<file path="src/rtl/mo_adder_pkg.sv">
// Shared definitions for the adder reduction tree.
// Holds the FSM state encoding and the width helpers used to size ports and registers.
package mo_adder_pkg;

    typedef enum logic [1:0] {
        ST_IDLE,
        ST_ACC,
        ST_HOLD
    } state_e;

    // The sum of M terms of N+1 bits needs clog2(M) extra bits so it never wraps.
    function automatic int acc_width(input int n, input int m);
        return n + 1 + $clog2(m);
    endfunction

    function automatic int cnt_width(input int m);
        return $clog2(m + 1);
    endfunction

endpackage

</file>
<file path="src/rtl/mo_sum_if.sv">
// Valid/ready stream bundle for the sum accumulator.
// Adder beats come in on the in_* side, and finished group totals leave on the out_* side.
interface mo_sum_if import mo_adder_pkg::*; #(
    parameter int N = 4,
    parameter int M = 4
);
    localparam int ACC_W = acc_width(N, M);
    localparam int CNT_W = cnt_width(M);

    logic             in_valid;
    logic             in_ready;
    logic [N:0]       in_sum;
    logic             in_last;
    logic             out_valid;
    logic             out_ready;
    logic [ACC_W-1:0] out_sum;
    logic [CNT_W-1:0] out_count;
    logic             out_err;

    modport slave (
        input  in_valid, in_sum, in_last, out_ready,
        output in_ready, out_valid, out_sum, out_count, out_err
    );

    modport master (
        output in_valid, in_sum, in_last, out_ready,
        input  in_ready, out_valid, out_sum, out_count, out_err
    );

endinterface

</file>
<file path="src/rtl/mo_out_slot.sv">
// One-deep output holding register with a valid/ready handshake.
// A load takes priority over a consume, so the slot can be refilled in the same cycle it drains.
module mo_out_slot #(
    parameter int ACC_W = 7,
    parameter int CNT_W = 3
) (
    input  logic             clk,
    input  logic             rst,
    input  logic             load_i,
    input  logic [ACC_W-1:0] sum_i,
    input  logic [CNT_W-1:0] count_i,
    input  logic             err_i,
    input  logic             ready_i,
    output logic             valid_o,
    output logic             in_ready_o,
    output logic [ACC_W-1:0] sum_o,
    output logic [CNT_W-1:0] count_o,
    output logic             err_o
);

    logic             valid_q;
    logic [ACC_W-1:0] sum_q;
    logic [CNT_W-1:0] count_q;
    logic             err_q;

    always_ff @(posedge clk) begin
        if (rst) begin
            valid_q <= 1'b0;
            sum_q   <= '0;
            count_q <= '0;
            err_q   <= 1'b0;
        end else if (load_i) begin
            valid_q <= 1'b1;
            sum_q   <= sum_i;
            count_q <= count_i;
            err_q   <= err_i;
        end else if (ready_i) begin
            valid_q <= 1'b0;
        end
    end

    // Upstream may push whenever the slot is empty or is being drained this cycle.
    assign in_ready_o = !valid_q | ready_i;
    assign valid_o    = valid_q;
    assign sum_o      = sum_q;
    assign count_o    = count_q;
    assign err_o      = err_q;

endmodule

</file>
<file path="src/rtl/mo_sum_accumulator.sv">
// Sums groups of up to M adder results {cout,s} into one wide total for each group.
// A group closes on in_last or at its M-th term. The finished total waits in mo_out_slot until the consumer takes it.
module mo_sum_accumulator import mo_adder_pkg::*; #(
    parameter int N = 4,
    parameter int M = 4
) (
    input  logic   clk,
    input  logic   rst,
    mo_sum_if.slave bus
);

    localparam int ACC_W = acc_width(N, M);
    localparam int CNT_W = cnt_width(M);

    state_e           state_q;
    logic [ACC_W-1:0] acc_q;
    logic [CNT_W-1:0] cnt_q;

    logic             in_fire;
    logic             out_fire;
    logic             close;
    logic             load;
    logic             err_d;
    logic [ACC_W-1:0] acc_d;
    logic [CNT_W-1:0] cnt_d;

    assign in_fire  = bus.in_valid & bus.in_ready;
    assign out_fire = bus.out_valid & bus.out_ready;
    assign close    = bus.in_last | (cnt_q == CNT_W'(M - 1));
    assign err_d    = close & !bus.in_last;
    assign load     = in_fire & close;
    // A zero count means acc holds no live partial sum, so the first term starts from zero.
    assign acc_d    = ((cnt_q == '0) ? '0 : acc_q) + ACC_W'(bus.in_sum);
    assign cnt_d    = cnt_q + CNT_W'(1);

    always_ff @(posedge clk) begin
        if (rst) begin
            state_q <= ST_IDLE;
            acc_q   <= '0;
            cnt_q   <= '0;
        end else begin
            if (in_fire) begin
                acc_q <= close ? '0 : acc_d;
                cnt_q <= close ? '0 : cnt_d;
            end
            if (load)
                state_q <= ST_HOLD;
            else if (state_q == ST_HOLD && !out_fire)
                state_q <= ST_HOLD;
            else if (in_fire || cnt_q != '0)
                state_q <= ST_ACC;
            else
                state_q <= ST_IDLE;
        end
    end

    mo_out_slot #(
        .ACC_W(ACC_W),
        .CNT_W(CNT_W)
    ) u_slot (
        .clk       (clk),
        .rst       (rst),
        .load_i    (load),
        .sum_i     (acc_d),
        .count_i   (cnt_d),
        .err_i     (err_d),
        .ready_i   (bus.out_ready),
        .valid_o   (bus.out_valid),
        .in_ready_o(bus.in_ready),
        .sum_o     (bus.out_sum),
        .count_o   (bus.out_count),
        .err_o     (bus.out_err)
    );

endmodule

</file>
<file path="src/flat_wrapper.sv">
// flat-port wrapper written by rule: the top's interface ports become plain ports
module mo_sum_accumulator_flat import mo_adder_pkg::*;
#(
    parameter int N = 4,
    parameter int M = 4
)
  (clk, rst, bus_in_valid, bus_in_sum, bus_in_last, bus_out_ready, bus_in_ready, bus_out_valid, bus_out_sum, bus_out_count, bus_out_err);
  mo_sum_if #(.N(N), .M(M)) bus_i ();
  input  logic clk;
  input  logic rst;
  input wire logic [$bits(bus_i.in_valid)-1:0] bus_in_valid;
  input wire logic [$bits(bus_i.in_sum)-1:0] bus_in_sum;
  input wire logic [$bits(bus_i.in_last)-1:0] bus_in_last;
  input wire logic [$bits(bus_i.out_ready)-1:0] bus_out_ready;
  output wire logic [$bits(bus_i.in_ready)-1:0] bus_in_ready;
  output wire logic [$bits(bus_i.out_valid)-1:0] bus_out_valid;
  output wire logic [$bits(bus_i.out_sum)-1:0] bus_out_sum;
  output wire logic [$bits(bus_i.out_count)-1:0] bus_out_count;
  output wire logic [$bits(bus_i.out_err)-1:0] bus_out_err;
  assign bus_i.in_valid = bus_in_valid;
  assign bus_i.in_sum = bus_in_sum;
  assign bus_i.in_last = bus_in_last;
  assign bus_i.out_ready = bus_out_ready;
  assign bus_in_ready = bus_i.in_ready;
  assign bus_out_valid = bus_i.out_valid;
  assign bus_out_sum = bus_i.out_sum;
  assign bus_out_count = bus_i.out_count;
  assign bus_out_err = bus_i.out_err;
  mo_sum_accumulator #(.N(N), .M(M)) u_core (.clk(clk), .rst(rst), .bus(bus_i));
endmodule
</file>
<file path="config.mk">
export PLATFORM = sky130hd
export DESIGN_NAME = mo_sum_accumulator_flat
export DESIGN_NICKNAME = d
export VERILOG_FILES = /design/src/rtl/mo_adder_pkg.sv /design/src/rtl/mo_sum_if.sv /design/src/rtl/mo_out_slot.sv /design/src/rtl/mo_sum_accumulator.sv /design/src/flat_wrapper.sv
export SDC_FILE = /design/constraint.sdc
export NUM_CORES = 1
export LEC_CHECK = 0
export CORE_ASPECT_RATIO = 1.5
export CORE_MARGIN = 5
export CORE_UTILIZATION = 30
export CTS_CLUSTER_DIAMETER = 200
export CTS_CLUSTER_SIZE = 30
export DETAILED_ROUTE_END_ITERATION = 7
export GPL_TIMING_DRIVEN = 0
export PLACE_DENSITY_LB_ADDON = 0.08
export SETUP_SLACK_MARGIN = 0.05
export SYNTH_ARGS = -nofsm -noshare
export SYNTH_HDL_FRONTEND = slang
export SYNTH_SLANG_ARGS = --single-unit
</file>
<file path="constraint.sdc">
create_clock -name clk -period 5.34 [get_ports clk]
set_input_delay 0.801 -clock clk [delete_from_list [all_inputs] [get_ports clk]]
set_output_delay 0.801 -clock clk [all_outputs]
set_load 0.005 [all_outputs]
</file>
Word level (Yosys, flattened, before mapping)
Index checks and enable logic that the tools add are counted.
{"block": "word_totals", "latchBits": 0, "mem_bits_rw": 0, "reg_bits": 22, "word_cells": 23, "n_memories": 0, "rom_bits": 0}
{"block": "op_classes", "addsub": 2, "reduce_logical": 4, "shifts": 0, "div": 0, "mux": 5, "eq_ne": 1, "magnitude_cmp": 0, "bitwise": 5, "n_mul": 0}
{"cell": "$mux 7", "n": 2}
{"cell": "$add 7x5->7", "n": 1}
{"cell": "$add 3x1->3 const B", "n": 1}
{"cell": "$and 1x1->1", "n": 3}
{"cell": "$eq 3x2->1 const B", "n": 1}
{"cell": "$logic_not 3->1", "n": 1}
{"cell": "$mux 3", "n": 1}
{"cell": "$logic_not 1->1", "n": 2}
{"cell": "$mux 1", "n": 2}
{"cell": "$or 1x1->1", "n": 2}
{"cell": "$reduce_bool 2->1", "n": 1}

Logic depth before layout (Yosys ltp)
Gate-level depths: netlist of the first run.
{"block": "logic_depth", "ltp_word": 5, "mapped_depth": 12, "ltp_nobuf": 12}

By module
From an unflattened synthesis of the first run, not the netlist that was laid out.
{"block": "unflattened", "cells_unflattened": 125, "hier_area_um2": 1147.4}
{"module": "mo_sum_accumulator", "seq_area_each_um2": 200.2, "n_inst": 1, "area_per_inst_um2": 724.4, "cells_each": 86}
{"module": "mo_out_slot", "seq_area_each_um2": 240.2, "n_inst": 1, "area_per_inst_um2": 422.9, "cells_each": 39}

Worst setup path after synthesis of the first run
Ideal clock, no wire load.
{"block": "synth_timing", "path_type": "reg-to-reg", "start": "register u_core.cnt_q[0]", "end": "register u_core.acc_q[6]", "slack_ns": 3.005, "arrival_time_ns": 2.244, "n_path_buf": 0, "path_stages_with_launch": 13, "period_less_slack_ns": 2.335, "path_cell_list": "dfxtp_1 -> inv_1 -> ha_1 -> nand2_1 -> and2_1 -> ha_1 -> inv_1 -> fa_1 -> nand2b_1 -> a21oi_1 -> o211a_1 -> nor2_1 -> a311oi_1"}
{"block": "synth_between", "elab_chain_len": 4, "word_cells_on_any_way": 6, "classes_between": "add/sub (1); eq/ne (1); mux (2); bitwise (1); reduce/logical (1)"}
{"element": "start, declared", "line_no": "mo_sum_accumulator.sv:17", "source": "logic [CNT_W-1:0] cnt_q;"}
{"element": "start signal, assigned", "line_no": "mo_sum_accumulator.sv:44", "source": "cnt_q <= close ? '0 : cnt_d;"}
{"element": "$logic_not 3->1", "line_no": "mo_sum_accumulator.sv:33", "source": "assign acc_d = ((cnt_q == '0) ? '0 : acc_q) + ACC_W'(bus.in_sum);"}
{"element": "$mux 7", "line_no": "mo_sum_accumulator.sv:33"}
{"element": "$add 7x5->7", "line_no": "mo_sum_accumulator.sv:33"}
{"element": "$mux 7 *", "line_no": "mo_sum_accumulator.sv:43", "source": "acc_q <= close ? '0 : acc_d;"}
{"element": "end signal, assigned", "line_no": "mo_sum_accumulator.sv:43"}
{"element": "end, declared", "line_no": "mo_sum_accumulator.sv:16", "source": "logic [ACC_W-1:0] acc_q;"}
Mark *: on every way between the ends. The rest lies on a longest branch, timed or not.
A chain may end at the register's enable or synchronous reset.

Final worst setup path of the first run
{"block": "layout_timing", "start": "input port bus_out_ready", "end": "output port bus_in_ready"}
{"block": "layout_between", "elab_chain_len": 1}
{"element": "start, declared", "line_no": "flat_wrapper.sv:14", "source": "input wire logic [$bits(bus_i.out_ready)-1:0] bus_out_ready;"}
{"element": "$or 1x1->1", "line_no": "mo_out_slot.sv:43", "source": "assign in_ready_o = !valid_q | ready_i;"}
{"element": "end, declared", "line_no": "flat_wrapper.sv:15", "source": "output wire logic [$bits(bus_i.in_ready)-1:0] bus_in_ready;"}
No other way between the ends.

==> results of run 1 <==
==> routing by layer <==
metal	up-vias	global-route usage
met4	0	0.0484
met1	468	0.158
met5	-	0
met2	26	0.200
li1	517	-
met3	4	0.0228
==> worst min-delay path, stage by stage (launching register included) <==
cell	delay, ns
dfxtp_1	0.32
nand2_1	0.05
a21oi_1	0.05
==> worst paths after layout <==
check	end	slack, ns	cells past startpoint
max reg2reg	u_core.acc_q[6]	2.66	12
min reg2reg	u_core.u_slot.sum_o[0]	0.46	2
min	u_core.u_slot.sum_o[0]	0.46	2
max	bus_in_ready	2.54	4
==> cell usage after synthesis, types with 2 or more instances <==
library cell and count:
inv_1 7, o31ai_1 2, ha_1 8, nand2b_1 2, and2_1 5, o21ai_0 2, xor2_1 2, nand3_1 6
nor2_1 15, a22oi_1 4, xnor2_1 2, a21oi_1 11, nand3b_1 6, nand2_1 16, a211oi_1 3, a2bb2oi_1 2
dfxtp_1 22, clkbuf_1 3, a21o_1 2
==> final cells by class <==
class | count | area share
Timing Repair Buffer | 21 | 0.143
Multi-Input combinational cell | 100 | 0.436
Buffer | 6 | 0.0195
Clock buffer | 3 | 0.0280
Clock inverter | 1 | 0.0204
Tap cell | 43 | 0.0365
Inverter | 7 | 0.0178
Sequential cell | 22 | 0.299
==> power by group <==
part | switching (W) | leakage, nW | internal [W]
Combinational | 0.0000257 | 0.376 | 0.0000239
Clock | 0.0000551 | 0.0357 | 0.000100
Sequential | 0.00000311 | 0.179 | 0.000170
Total | 0.0000840 | 0.591 | 0.000294
==> through the flow <==
step                      std cells  power, W  hold WS [ns]
after floorplan                 135  0.000204         0.451
after global placement          199  0.000227         0.445
after detailed placement        199  0.000227         0.451
after CTS                       203  0.000385         0.464
after global routing            203  0.000400         0.480
final                           203  0.000378         0.461
==> registers in the layout (all words and copies together) (netlist names) <==
signal                 flops
u_core.cnt_q               3
u_core.u_slot.count_o      3
u_core.u_slot.valid_o      1
u_core.u_slot.err_o        1
u_core.acc_q               7
u_core.u_slot.sum_o        7
==> cells by family (layout without fill, tap and decap cells) <==
| family | count (synthesis) | in the layout | synth area share |
|---|---|---|---|
| DFF | 22 | 22 | 0.387 |
| xor gates and xnor gates | 4 | 4 | 0.0308 |
| buffers and inverters | 13 | 38 | 0.0484 |
| and+or+nand+nor | 56 | 56 | 0.243 |
| adders and majority gates | 9 | 9 | 0.106 |
| AOI/OAI and AO/OA | 31 | 31 | 0.185 |
==> summary by stage, run 1 <==
Pwr
The power density over the cells is 257 mW/mm^2. The peak supply drop is 0.000242 V. The leakage component of the power is 0.591 nW.

Worst setup path
The most critical setup path has its startpoint at bus_out_ready. The arrival time at the worst endpoint is 2.00 ns. In this design, the largest share of critical-path delay is due to buffers and inverters. Of all nets on the critical path, the largest fanout is 6. The signal on the critical path passes through clkdlybuf4s50_1, nand2b_1, buf_2, clkdlybuf4s50_1.

The slowest stage cell on the critical path is clkdlybuf4s50_1. The most numerous cell type found on the critical path is clkdlybuf4s50_1. In this design, the stage delay of the slowest critical-path cell is 0.51 ns.

The type of the worst setup path is in -> out. In this run the critical register-to-register path is launched from u_core.cnt_q[0]. The critical path contains buffers and inverters numbering 3 combined.

The required time of the worst setup path is 4.54 ns. The worst setup path is captured at an output pin. STA classifies the critical path startpoint as a primary input.

Die
The horizontal extent of the die is 60.3 um. The effective utilization at floorplan is 0.309. In this run the count of I/O pins placed on the die edge is 23.

The count of standard-cell rows is 27. The height of the chip is 85.4 um. The total core area is 0.00368 mm^2. The area of the die is 0.00515 mm^2.

CTS
Clock-pin slew was measured on the worst setup and hold paths at 0.08 ns. CTS built an H-tree with a depth of 1. The clock tree from TritonCTS is done. Gates resized during post-CTS repair numbered 0. The clock network latency to the later pin of the worst-skew pair is 0.26 ns. In this run, post-CTS hold repair placed 0 buffers. CTS placed an instance of clkbuf_8 at the clock tree root.

The number of setup buffers added after CTS is 0. The clock net in this run drives a total of 22 sinks. The clock passes through at most 2 buffers.

The number of clock buffers added by TritonCTS is 3.

Drt
For this run, the detailed router's first-pass iteration total came to 4. In the detailed route, the total length drawn on met2 is 1370 um. Detailed routing placed a total of 160 um of wire on met3. The total wirelength of the detailed-routed design is 2800 um. The routed layout has 1015 vias. In this run, the number of DRC markers left after iteration 0 of detailed routing was 24. The average via count per standard cell is 5.00. The total DRC errors in the routed layout is 0. Signal routing reaches up to met4. After detailed routing, the average wire length per cell comes to 13.8 um. The wire length on met1 is 1220 um. The number of nets with antenna violations after detailed routing is 0.

Timing
The number of endpoints failing setup at the final stage is 0. The transition time at the pin with the least slew margin is 0.513 ns. For the final database, setup skew stands at 0.00520 ns. Adding up every negative setup slack in the final design gives 0 ns.

Derived from the worst setup path, the maximum achievable clock frequency is 357 MHz. The number of slew-limit violations in the final report is 0. Setup repair after global routing left no endpoint under its margin. The part of the cycle the worst path needs is 0.525. The count of endpoints failing hold in the final timing report is 0.

The final critical delay including setup and external delays is 2.80 ns. Headroom to the max-slew limit came out at 0.658. The post-layout worst setup margin is 2.54 ns.

Hold path
The min-delay analysis places its worst path in the category reg -> reg. The startpoint of the most critical hold path is u_core.u_slot.sum_o[0].

GRT
The first global-routing pass estimated 4790 um of wire. The sum of overflow across all layers after global routing is 0. The all-layer global routing usage is 0.124. The pin count of the biggest net entering global routing is 14.

The number of antenna violations at the first check in global routing was 0. The via count of the first global-routing pass is 998.

Final layout
The fill cell instance count of the final layout is 382. With fillers left out, the area of the finished cells amounts to 0.00147 mm^2. From synthesis to final layout, the design area changed by 29.5%. For this run, the share of the core covered by cells in the final layout is 0.400. The ratio of cells with drive above 1 in the final layout is 0.0688. 0 antenna diodes ended up in the layout. The combined area of the multi-input logic cells is 642 um^2. The most common library cell in the layout ignoring fill and taps is dfxtp_1. After the last flow step, the layout net total stands at 180. The area taken by flip-flops and latches is 440 um^2. The library cells used most frequently in the layout, excluding fill and tap cells, are dfxtp_1 (22), clkdlybuf4s50_1 (21), nand2_1 (16).

Yosys
The post-synthesis register bit count is 22. Synthesis produced a netlist with a net count of 154. Of the synthesized area, sequential elements account for 0.387.

The top-area cell type share of the netlist area is 0.387. The post-synthesis async set-or-reset flop share is 0. The cell count after synthesis is 135. The synthesized netlist occupies a cell area of 0.00114 mm^2. In this run, synthesis inferred 0 flip-flops with an integrated enable. The Yosys step of the flow raised 0 warnings. The most used flip-flop cell after synthesis is dfxtp_1. dfxtp_1 takes more of the synthesized area than any other cell.

By area the synthesized netlist is led by dfxtp_1 (39%), ha_1 (8.8%), nand2_1 (5.3%). The number of different library cells in the post-synthesis netlist is 34. Averaged over all synthesized cells, the footprint is 8.42 um^2.

Place
The post-placement cell area is 0.00140 mm^2. In this run the tool buffered the top-level ports with 21 buffer cells. The routability congestion estimate is 0.731. The worst setup slack after placement is 2.42 ns.

Status
The run finished with clean final reports.

Flow run
Across the run, the number of max-cap violations was 0.
(Power assumes the default switching activity.)
==> run 2, diff against run 1 <==
clock period = 2.65 ns   (was 5.34 ns; I/O delays follow)
==> run 2 against run 1 <==
Compared with the run above:
- via count grew 1.2%
- sequential share of layout area shrank 0.42 points
- global-route usage is the same
- core utilization grew 0.68 points
- clock power grew 100%
- clock skew grew 0.0015 ns
- critical endpoint is now u_core.acc_q[6]
- largest cell class unchanged
==> summary by stage, run 2 (synthesized netlist as in run 1, its figures left out) <==
Status
Run status: completed (unchanged).

CTS
The cts-stage hold buffer count came to 0 (unchanged). The clock network latency to the later pin of the worst-skew pair is 0.26 ns (about the same). The clock sink count is 22 (unchanged).

The maximum root-to-sink buffer count came to 2 (unchanged). The master cell of the clock root buffer is clkbuf_8 (unchanged). The number of clock buffers inserted by TritonCTS came to 3 (unchanged).

The clock tree from TritonCTS is done (unchanged). The H-tree level count is 1 (unchanged). The register clock-pin slew on the reported worst setup and hold paths is 0.09 ns (was 0.08 ns).

Die
The horizontal extent of the die was 60.3 um (unchanged). The area of the die is 0.00515 mm^2 (unchanged). The total core area came to 0.00368 mm^2 (unchanged). The height of the chip is 85.4 um (unchanged). The I/O pin total was 23 (unchanged).

The count of standard-cell rows is 27 (unchanged). The effective utilization at floorplan is 0.309 (unchanged).

Timing
The setup clock skew after layout came to 0.00674 ns (was 0.00520 ns). The final critical delay including setup and external delays is 2.40 ns. The maximum clock frequency is 416 MHz. The worst slew margin relative to its limit was 0.656 (was 0.658). RSZ-0062 raised after global routing: no (unchanged). The part of the cycle the worst path needs is 0.906. The number of slew-limit violations in the final report is 0 (unchanged). The number of endpoints failing setup at the final stage is 0 (unchanged). The worst hold slack across all endpoints was 0.461 ns (about the same). The count of endpoints failing hold in the final timing report came to 0 (unchanged). The transition time at the pin with the least slew margin was 0.516 ns (was 0.513 ns).

Final layout
The total inserted antenna cells came to 0 (unchanged). The area taken by flip-flops and latches came to 442 um^2 (was 440 um^2). The ratio of cells with drive above 1 in the final layout is 0.106 (was 0.0688). The combined area of the multi-input logic cells is 658 um^2 (was 642 um^2). The area of all placed cells without fillers was 0.00150 mm^2 (was 0.00147 mm^2). The fill cell instance count of the final layout is 376 (was 382). The net total in the final layout is 181 (was 180). The growth of design area from synthesis to finish is 31.7% (was 29.5%). Commonest cells after routing, fill and taps aside: clkdlybuf4s50_1 (21), dfxtp_1 (21), nor2_1 (15) (was dfxtp_1 (22), clkdlybuf4s50_1 (21), nand2_1 (16)).

Place
The post-placement cell area is 0.00140 mm^2 (unchanged). The count of input and output buffers came to 21 (unchanged). The routability congestion estimate is 0.731 (unchanged).

Pwr
The leakage component of the power is 0.596 nW (was 0.591 nW). The clock group share of total power is 0.409 (was 0.411). The net switching power was 0.000171 W (was 0.0000840 W). The power share of the combinational group is 0.136 (was 0.131). The peak supply drop is 0.000489 V (was 0.000242 V). The power density over the cells is 512 mW/mm^2 (was 257 mW/mm^2). The part of the total power dissipated in sequential elements is 0.456 (was 0.458). The internal power of the cells is 0.000595 W (was 0.000294 W).

The switching fraction of total power is 0.224 (was 0.222).

Worst setup path
The type of the worst setup path is reg -> reg (was in -> out). The largest incremental delay on the critical path came to 0.39 ns (was 0.51 ns). The destination of the worst register-to-register timing path is u_core.acc_q[6] (unchanged). Critical path cell sequence: inv_1, ha_1, nand2_4, and2_1, ha_2, inv_1, fa_1, nand2b_1, a21oi_2, o211a_1, nor2_1, a311oi_1 (was clkdlybuf4s50_1, nand2b_1, buf_2, clkdlybuf4s50_1). The most frequent cell on the critical path is inv_1 (was clkdlybuf4s50_1). The source of the critical timing path is u_core.cnt_q[0] (was bus_out_ready). The required time of the worst setup path is 2.82 ns (was 4.54 ns). The family of cells with the greatest summed delay on the critical path was adder cells (was buffers and inverters). The arrival time at the worst endpoint is 2.57 ns (was 2.00 ns).

The highest net fanout along the worst path was 5 (was 6). The length in cells of the worst reg-to-reg path came to 12 (unchanged). The number of gates on the worst path with buffers counted is 12 (was 4).

The beginning of the worst register-to-register path is u_core.cnt_q[0] (unchanged). The endpoint of the most critical setup path is u_core.acc_q[6] (was bus_in_ready). The type of origin of the critical path is a flip-flop (was primary input). The reg-to-reg setup timing slack is 0.25 ns (was 2.66 ns). The sum of buffers and inverters on the critical path was 2 (was 3). The kind of end point of the critical path was a flip-flop (was output pin). The slowest stage cell on the critical path is fa_1 (was clkdlybuf4s50_1).

Drt
The total wirelength of the detailed-routed design was 2870 um (was 2800 um). The total DRC errors in the routed layout is 0 (unchanged). The number of nets with antenna violations after detailed routing was 0 (unchanged). The mean routed wirelength per cell came to 14.1 um (was 13.8 um).

The average via count per standard cell was 5.03 (was 5.00). The detailed-router iteration count before antenna repair is 4 (unchanged). The DRC marker count from the first detailed-route iteration is 22 (was 24). The via total after detailed routing is 1027 (was 1015).

GRT
The all-layer global routing usage was 0.124 (unchanged). The met3 track utilization from global routing is 0.0228 (unchanged). The via count of the first global-routing pass is 998 (unchanged).

The met2 usage was 0.200 (unchanged). The most used routing layer is met2 (unchanged). The met1 capacity usage during global routing is 0.158 (unchanged). The sum of overflow across all layers after global routing was 0 (unchanged). The number of antenna violations at the first check in global routing was 0 (unchanged). The pin count of the biggest net entering global routing is 14 (unchanged). The wire length of the first global-routing pass is 4790 um (unchanged).

Hold path
The classification of the worst-slack hold path was reg -> reg (unchanged).

Flow run
The number of max-capacitance violations reported was 0 (unchanged).
run 2: cell count changes in the layout (fill, tap and decap cells not counted), sizes merged:
cell,before,now
buf,2,3
run 2: per-layer routing:
layer / share of wire / up-vias
met4: 0.016 / 0
met1: 0.45 / 478
met2: 0.49 / 25
met5: 0 / -
li1: - / 520
met3: 0.048 / 4
run 2: timing repair:
action | 4_1_cts | 5_1_grt
resized for setup | 2 | 6
endpoints found under the setup margin | 4 | 5
pin swaps | 0 | 2
endpoints found under the hold margin | 0 | 0
buffers inserted | 0 | 1
run 2: area by class of cell:
type                            count  share of cell area
Tap cell                           43              0.0359
Timing Repair Buffer               22               0.145
Buffer                              6              0.0192
Clock inverter                      1              0.0201
Sequential cell                    22               0.295
Clock buffer                        3              0.0276
Inverter                            7              0.0175
Multi-Input combinational cell    100               0.439
run 2: metrics by stage:
step                std cells  TNS, ns  power [W]  utilization  worst slack [ns]
floorplan                 135        0   0.000411            -             0.315
global placement          199  -0.0147   0.000457        0.381           -0.0147
detailed placement        199   -0.114   0.000458        0.381           -0.0741
CTS                       203        0   0.000777        0.402            0.0699
global route              204        0   0.000809        0.407            0.0860
finish                    204        0   0.000766        0.407             0.248
run 2: worst min-delay path by stage:
stage / cells after the start / from / endpoint / slack, ns
after floorplan: 2 / u_core.acc_q[4] / u_core.acc_q[4] / 0.45
after global placement: 2 / u_core.u_slot.sum_o[0] / u_core.u_slot.sum_o[0] / 0.44
after CTS: 2 / u_core.u_slot.sum_o[0] / u_core.u_slot.sum_o[0] / 0.46
final: 2 / u_core.u_slot.sum_o[0] / u_core.u_slot.sum_o[0] / 0.46
after detailed placement: 2 / u_core.u_slot.sum_o[0] / u_core.u_slot.sum_o[0] / 0.45
after global routing: 2 / u_core.u_slot.sum_o[0] / u_core.u_slot.sum_o[0] / 0.48
run 2: power by group through the flow:
stage	clock network (W)	registers [W]	logic, W
3_3_place_gp	0	0.000356	0.000100
5_1_grt	0.000341	0.000351	0.000117
2_1_floorplan	0	0.000356	0.0000541
4_1_cts	0.000325	0.000349	0.000103
6_report	0.000313	0.000349	0.000104
3_5_place_dp	0	0.000357	0.000101
run 2: worst min-delay path, stage by stage (launching register included):
cell	delay (ns)
dfxtp_1	0.32
nand2_1	0.05
a21oi_1	0.05
==> run 3, diff against run 2 <==
ABC_AREA = 1   (was default)
==> run 3 against run 2 <==
Compared with the run above:
- sequential power is 2% higher
- die area grew 4.4%
- synthesized cell count increased by 19%
- non-clock buffer count is 2 lower
- cell count grew 13%
- via count rose by 1.8%
- first-iteration DRC count increased by 91%
- sequential share of layout area down 0.65 points
- area after synthesis grew 5.2%
- routed wire length down 0.14%
- critical path depth grew 6
- global-route usage down 0.44 points
- critical path type unchanged
- critical endpoint is now u_core.u_slot.sum_o[6]
- largest cell class unchanged
- largest power group unchanged
- highest routed layer unchanged
==> summary by stage, run 3 <==
Status
Run status: completed (unchanged).

CTS
The clock sink count came to 22 (unchanged). The cts-stage hold buffer count was 0 (unchanged). The clock network latency to the later pin of the worst-skew pair is 0.26 ns (about the same).

The register clock-pin slew on the reported worst setup and hold paths is 0.08 ns (was 0.09 ns). The maximum root-to-sink buffer count is 2 (unchanged). The H-tree level count is 1 (unchanged). The master cell of the clock root buffer is clkbuf_8 (unchanged). The clock tree from TritonCTS is done (unchanged). The number of setup buffers added after CTS is 0 (unchanged). The number of clock buffers inserted by TritonCTS is 3 (unchanged).

Pwr
The power share of the combinational group was 0.170 (was 0.136). The part of the total power dissipated in sequential elements is 0.496 (was 0.456). The clock group share of total power came to 0.334 (was 0.409). The leakage component of the power is 0.684 nW (was 0.596 nW). The peak supply drop is 0.000250 V (was 0.000489 V). The switching fraction of total power is 0.249 (was 0.224).

The internal power of the cells is 0.000538 W (was 0.000595 W). The net switching power came to 0.000178 W (was 0.000171 W). The power density over the cells came to 468 mW/mm^2 (was 512 mW/mm^2).

Die
The count of standard-cell rows is 28 (was 27). The effective utilization at floorplan was 0.308 (was 0.309). The area of the die is 0.00538 mm^2 (was 0.00515 mm^2). The total core area came to 0.00389 mm^2 (was 0.00368 mm^2).

The horizontal extent of the die is 61.6 um (was 60.3 um). The I/O pin total is 23 (unchanged). The height of the chip was 87.3 um (was 85.4 um).

Timing
The worst hold slack across all endpoints is 0.444 ns (was 0.461 ns). The count of endpoints failing hold in the final timing report was 0 (unchanged). RSZ-0062 raised after global routing: no (unchanged). The number of endpoints failing setup at the final stage is 0 (unchanged). The part of the cycle the worst path needs is 0.900 (was 0.906). The maximum clock frequency came to 419 MHz (was 416 MHz). The summed negative setup slack over all endpoints is 0 ns (unchanged).

The number of slew-limit violations in the final report was 0 (unchanged). The final critical delay including setup and external delays came to 2.39 ns (was 2.40 ns). The worst slew margin relative to its limit came to 0.641 (was 0.656). The setup clock skew after layout is 0.00299 ns (was 0.00674 ns). The transition time at the pin with the least slew margin is 0.539 ns (was 0.516 ns).

Worst setup path
The type of origin of the critical path is a flip-flop (unchanged). The family of cells with the greatest summed delay on the critical path is simple AND/OR/NAND/NOR gates (was adder cells). The type of the worst setup path was reg -> reg (unchanged).

The largest incremental delay on the critical path was 0.41 ns (was 0.39 ns). The arrival time at the worst endpoint is 2.55 ns (was 2.57 ns). The required time of the worst setup path was 2.82 ns (about the same). The kind of end point of the critical path was a flip-flop (unchanged). Critical path cell sequence: inv_1, ha_1, nand2_1, inv_2, nor2_1, ha_2, inv_1, fa_1, inv_1, nand2_1, nand2_1, nand3_1, nand2_1, nand3_1, nand2_1, nand2_1, nand2_1, inv_1 (was inv_1, ha_1, nand2_4, and2_1, ha_2, inv_1, fa_1, nand2b_1, a21oi_2, o211a_1, nor2_1, a311oi_1).

The most frequent cell on the critical path is nand2_1 (was inv_1). The slowest stage cell on the critical path was fa_1 (unchanged). The sum of buffers and inverters on the critical path was 5 (was 2). The highest net fanout along the worst path is 5 (unchanged).

Yosys
The post-synthesis net count was 179 (was 154). The post-synthesis async set-or-reset flop share is 0 (unchanged). The top-area cell type share of the netlist area is 0.368 (was 0.387). Cell types occupying the most area after synthesis: dfxtp_1 (37%), nand2_1 (11%), inv_1 (8.8%) (was dfxtp_1 (39%), ha_1 (8.8%), nand2_1 (5.3%)). The library cell with the largest summed area after synthesis is dfxtp_1 (unchanged). The fraction of the yosys area taken by sequential cells is 0.368 (was 0.387). The cell count after synthesis is 160 (was 135).

The post-synthesis register bit count is 22 (unchanged). The number of different library cells in the post-synthesis netlist is 25 (was 34). The most instantiated library cell after synthesis is nand2_1 (was dfxtp_1). The mean cell area of the mapped netlist is 7.48 um^2 (was 8.42 um^2). The prevailing post-synth register cell is dfxtp_1 (unchanged). The cell area after synthesis came to 0.00120 mm^2 (was 0.00114 mm^2). The number of flops mapped to enable cells by yosys is 0 (unchanged). Synth top cells by count: nand2_1 (34), inv_1 (28), dfxtp_1 (22), a21oi_1 (15), nor2_1 (13) (was dfxtp_1 (22), nand2_1 (16), nor2_1 (15), a21oi_1 (11), ha_1 (8)). The Yosys warning count was 0 (unchanged).

Place
The count of input and output buffers was 22 (was 21). The placed wire-length estimate is 2230 um. The routability congestion estimate is 0.826 (was 0.731).

Flow run
The number of max-capacitance violations reported was 0 (unchanged).

Drt
The number of nets with antenna violations after detailed routing is 0 (unchanged). The DRC marker count from the first detailed-route iteration was 42 (was 22). The average via count per standard cell is 4.52 (was 5.03). The via total after detailed routing was 1045 (was 1027).

The mean routed wirelength per cell is 12.4 um (was 14.1 um). The detailed-router iteration count before antenna repair is 4 (unchanged). The total wirelength of the detailed-routed design came to 2870 um (about the same). The total DRC errors in the routed layout came to 0 (unchanged).

Final layout
The growth of design area from synthesis to finish is 28.0% (was 31.7%). The library cell used most frequently in the layout, excluding fill and tap cells, is nand2_1. The fill cell instance count of the final layout is 430 (was 376). The net total in the final layout is 206 (was 181). Commonest cells after routing, fill and taps aside: nand2_1 (34), inv_1 (27), clkdlybuf4s50_1 (22) (was clkdlybuf4s50_1 (21), dfxtp_1 (21), nor2_1 (15)). The total inserted antenna cells came to 0 (unchanged). The ratio of cells with drive above 1 in the final layout came to 0.0968 (was 0.106).

GRT
The sum of overflow across all layers after global routing was 0 (unchanged). The via count of the first global-routing pass came to 1082 (was 998). The number of antenna violations at the first check in global routing is 0 (unchanged). The all-layer global routing usage is 0.119 (was 0.124).

The pin count of the biggest net entering global routing came to 13 (was 14). The wire length of the first global-routing pass is 4830 um (was 4790 um).

Hold path
The classification of the worst-slack hold path is reg -> reg (unchanged).
-- run 3: changes by cell type in the layout (fill, tap and decap cells not counted), sizes merged, moves of 5 or more --
cell,delta
a21oi,+5
inv,+22
nand2,+19
nand3b,-5
o21ai,+8
-- run 3: logic make-up (layout without fill, tap and decap cells) --
group / count (synthesis) / after routing / share of synthesized area
and+or+nand+nor: 63 / 63 / 0.255
buffers and inverters: 33 / 59 / 0.111
AOI/OAI and AO/OA: 30 / 30 / 0.137
DFF: 22 / 22 / 0.368
adders and majority gates: 9 / 9 / 0.100
xor gates and xnor gates: 3 / 3 / 0.0282
-- run 3: power by group through the flow --
stage / clock network [W] / registers [W] / logic, W
floorplan: 0 / 0.000363 / 0.0000649
CTS: 0.000248 / 0.000356 / 0.000124
detailed placement: 0 / 0.000364 / 0.000122
finish: 0.000240 / 0.000356 / 0.000122
global placement: 0 / 0.000363 / 0.000122
global route: 0.000269 / 0.000358 / 0.000136
-- run 3: cell type report --
cell class / count / area [um^2] / area share
Sequential cell: 22 / 442 / 0.288
Inverter: 29 / 109 / 0.0711
Timing Repair Buffer: 22 / 220 / 0.144
Tap cell: 45 / 56.3 / 0.0368
Multi-Input combinational cell: 105 / 626 / 0.408
Buffer: 4 / 23.8 / 0.0155
Clock buffer: 4 / 55.1 / 0.0359
-- run 3: worst paths after layout --
| kind | start | end | slack [ns] | cells after the start |
|---|---|---|---|---|
| worst max-delay path | u_core.cnt_q[0] | u_core.u_slot.sum_o[6] | 0.26 | 18 |
| worst min-delay path | u_core.cnt_q[0] | u_core.u_slot.count_o[0] | 0.44 | 1 |
| worst max register to register | u_core.cnt_q[0] | u_core.u_slot.sum_o[6] | 0.26 | 18 |
| worst min register to register | u_core.cnt_q[0] | u_core.u_slot.count_o[0] | 0.44 | 1 |
-- run 3: per-stage QoR --
stage / worst slack, ns / area (um^2) / instances / util / total power, W
finish: 0.264 / 1530 / 231 / 0.394 / 0.000717
global route: 0.0871 / 1530 / 231 / 0.394 / 0.000764
CTS: 0.146 / 1530 / 231 / 0.393 / 0.000728
detailed placement: 0.163 / 1470 / 227 / 0.379 / 0.000486
global placement: 0.214 / 1470 / 227 / 0.379 / 0.000485
floorplan: 0.545 / 1200 / 160 / - / 0.000428
-- run 3: per-layer routing --
metal	track usage	vias up	part of all wire
met2	0.199	19	0.51
met1	0.149	467	0.43
li1	-	551	-
met4	0.0541	0	0.025
met3	0.0119	8	0.031
met5	0	-	0
-- run 3: what timing repair did --
item                                   4_1_cts  5_1_grt
setup endpoints to repair                    0        3
endpoints found under the hold margin        0        0
gates resized for setup                      0        3
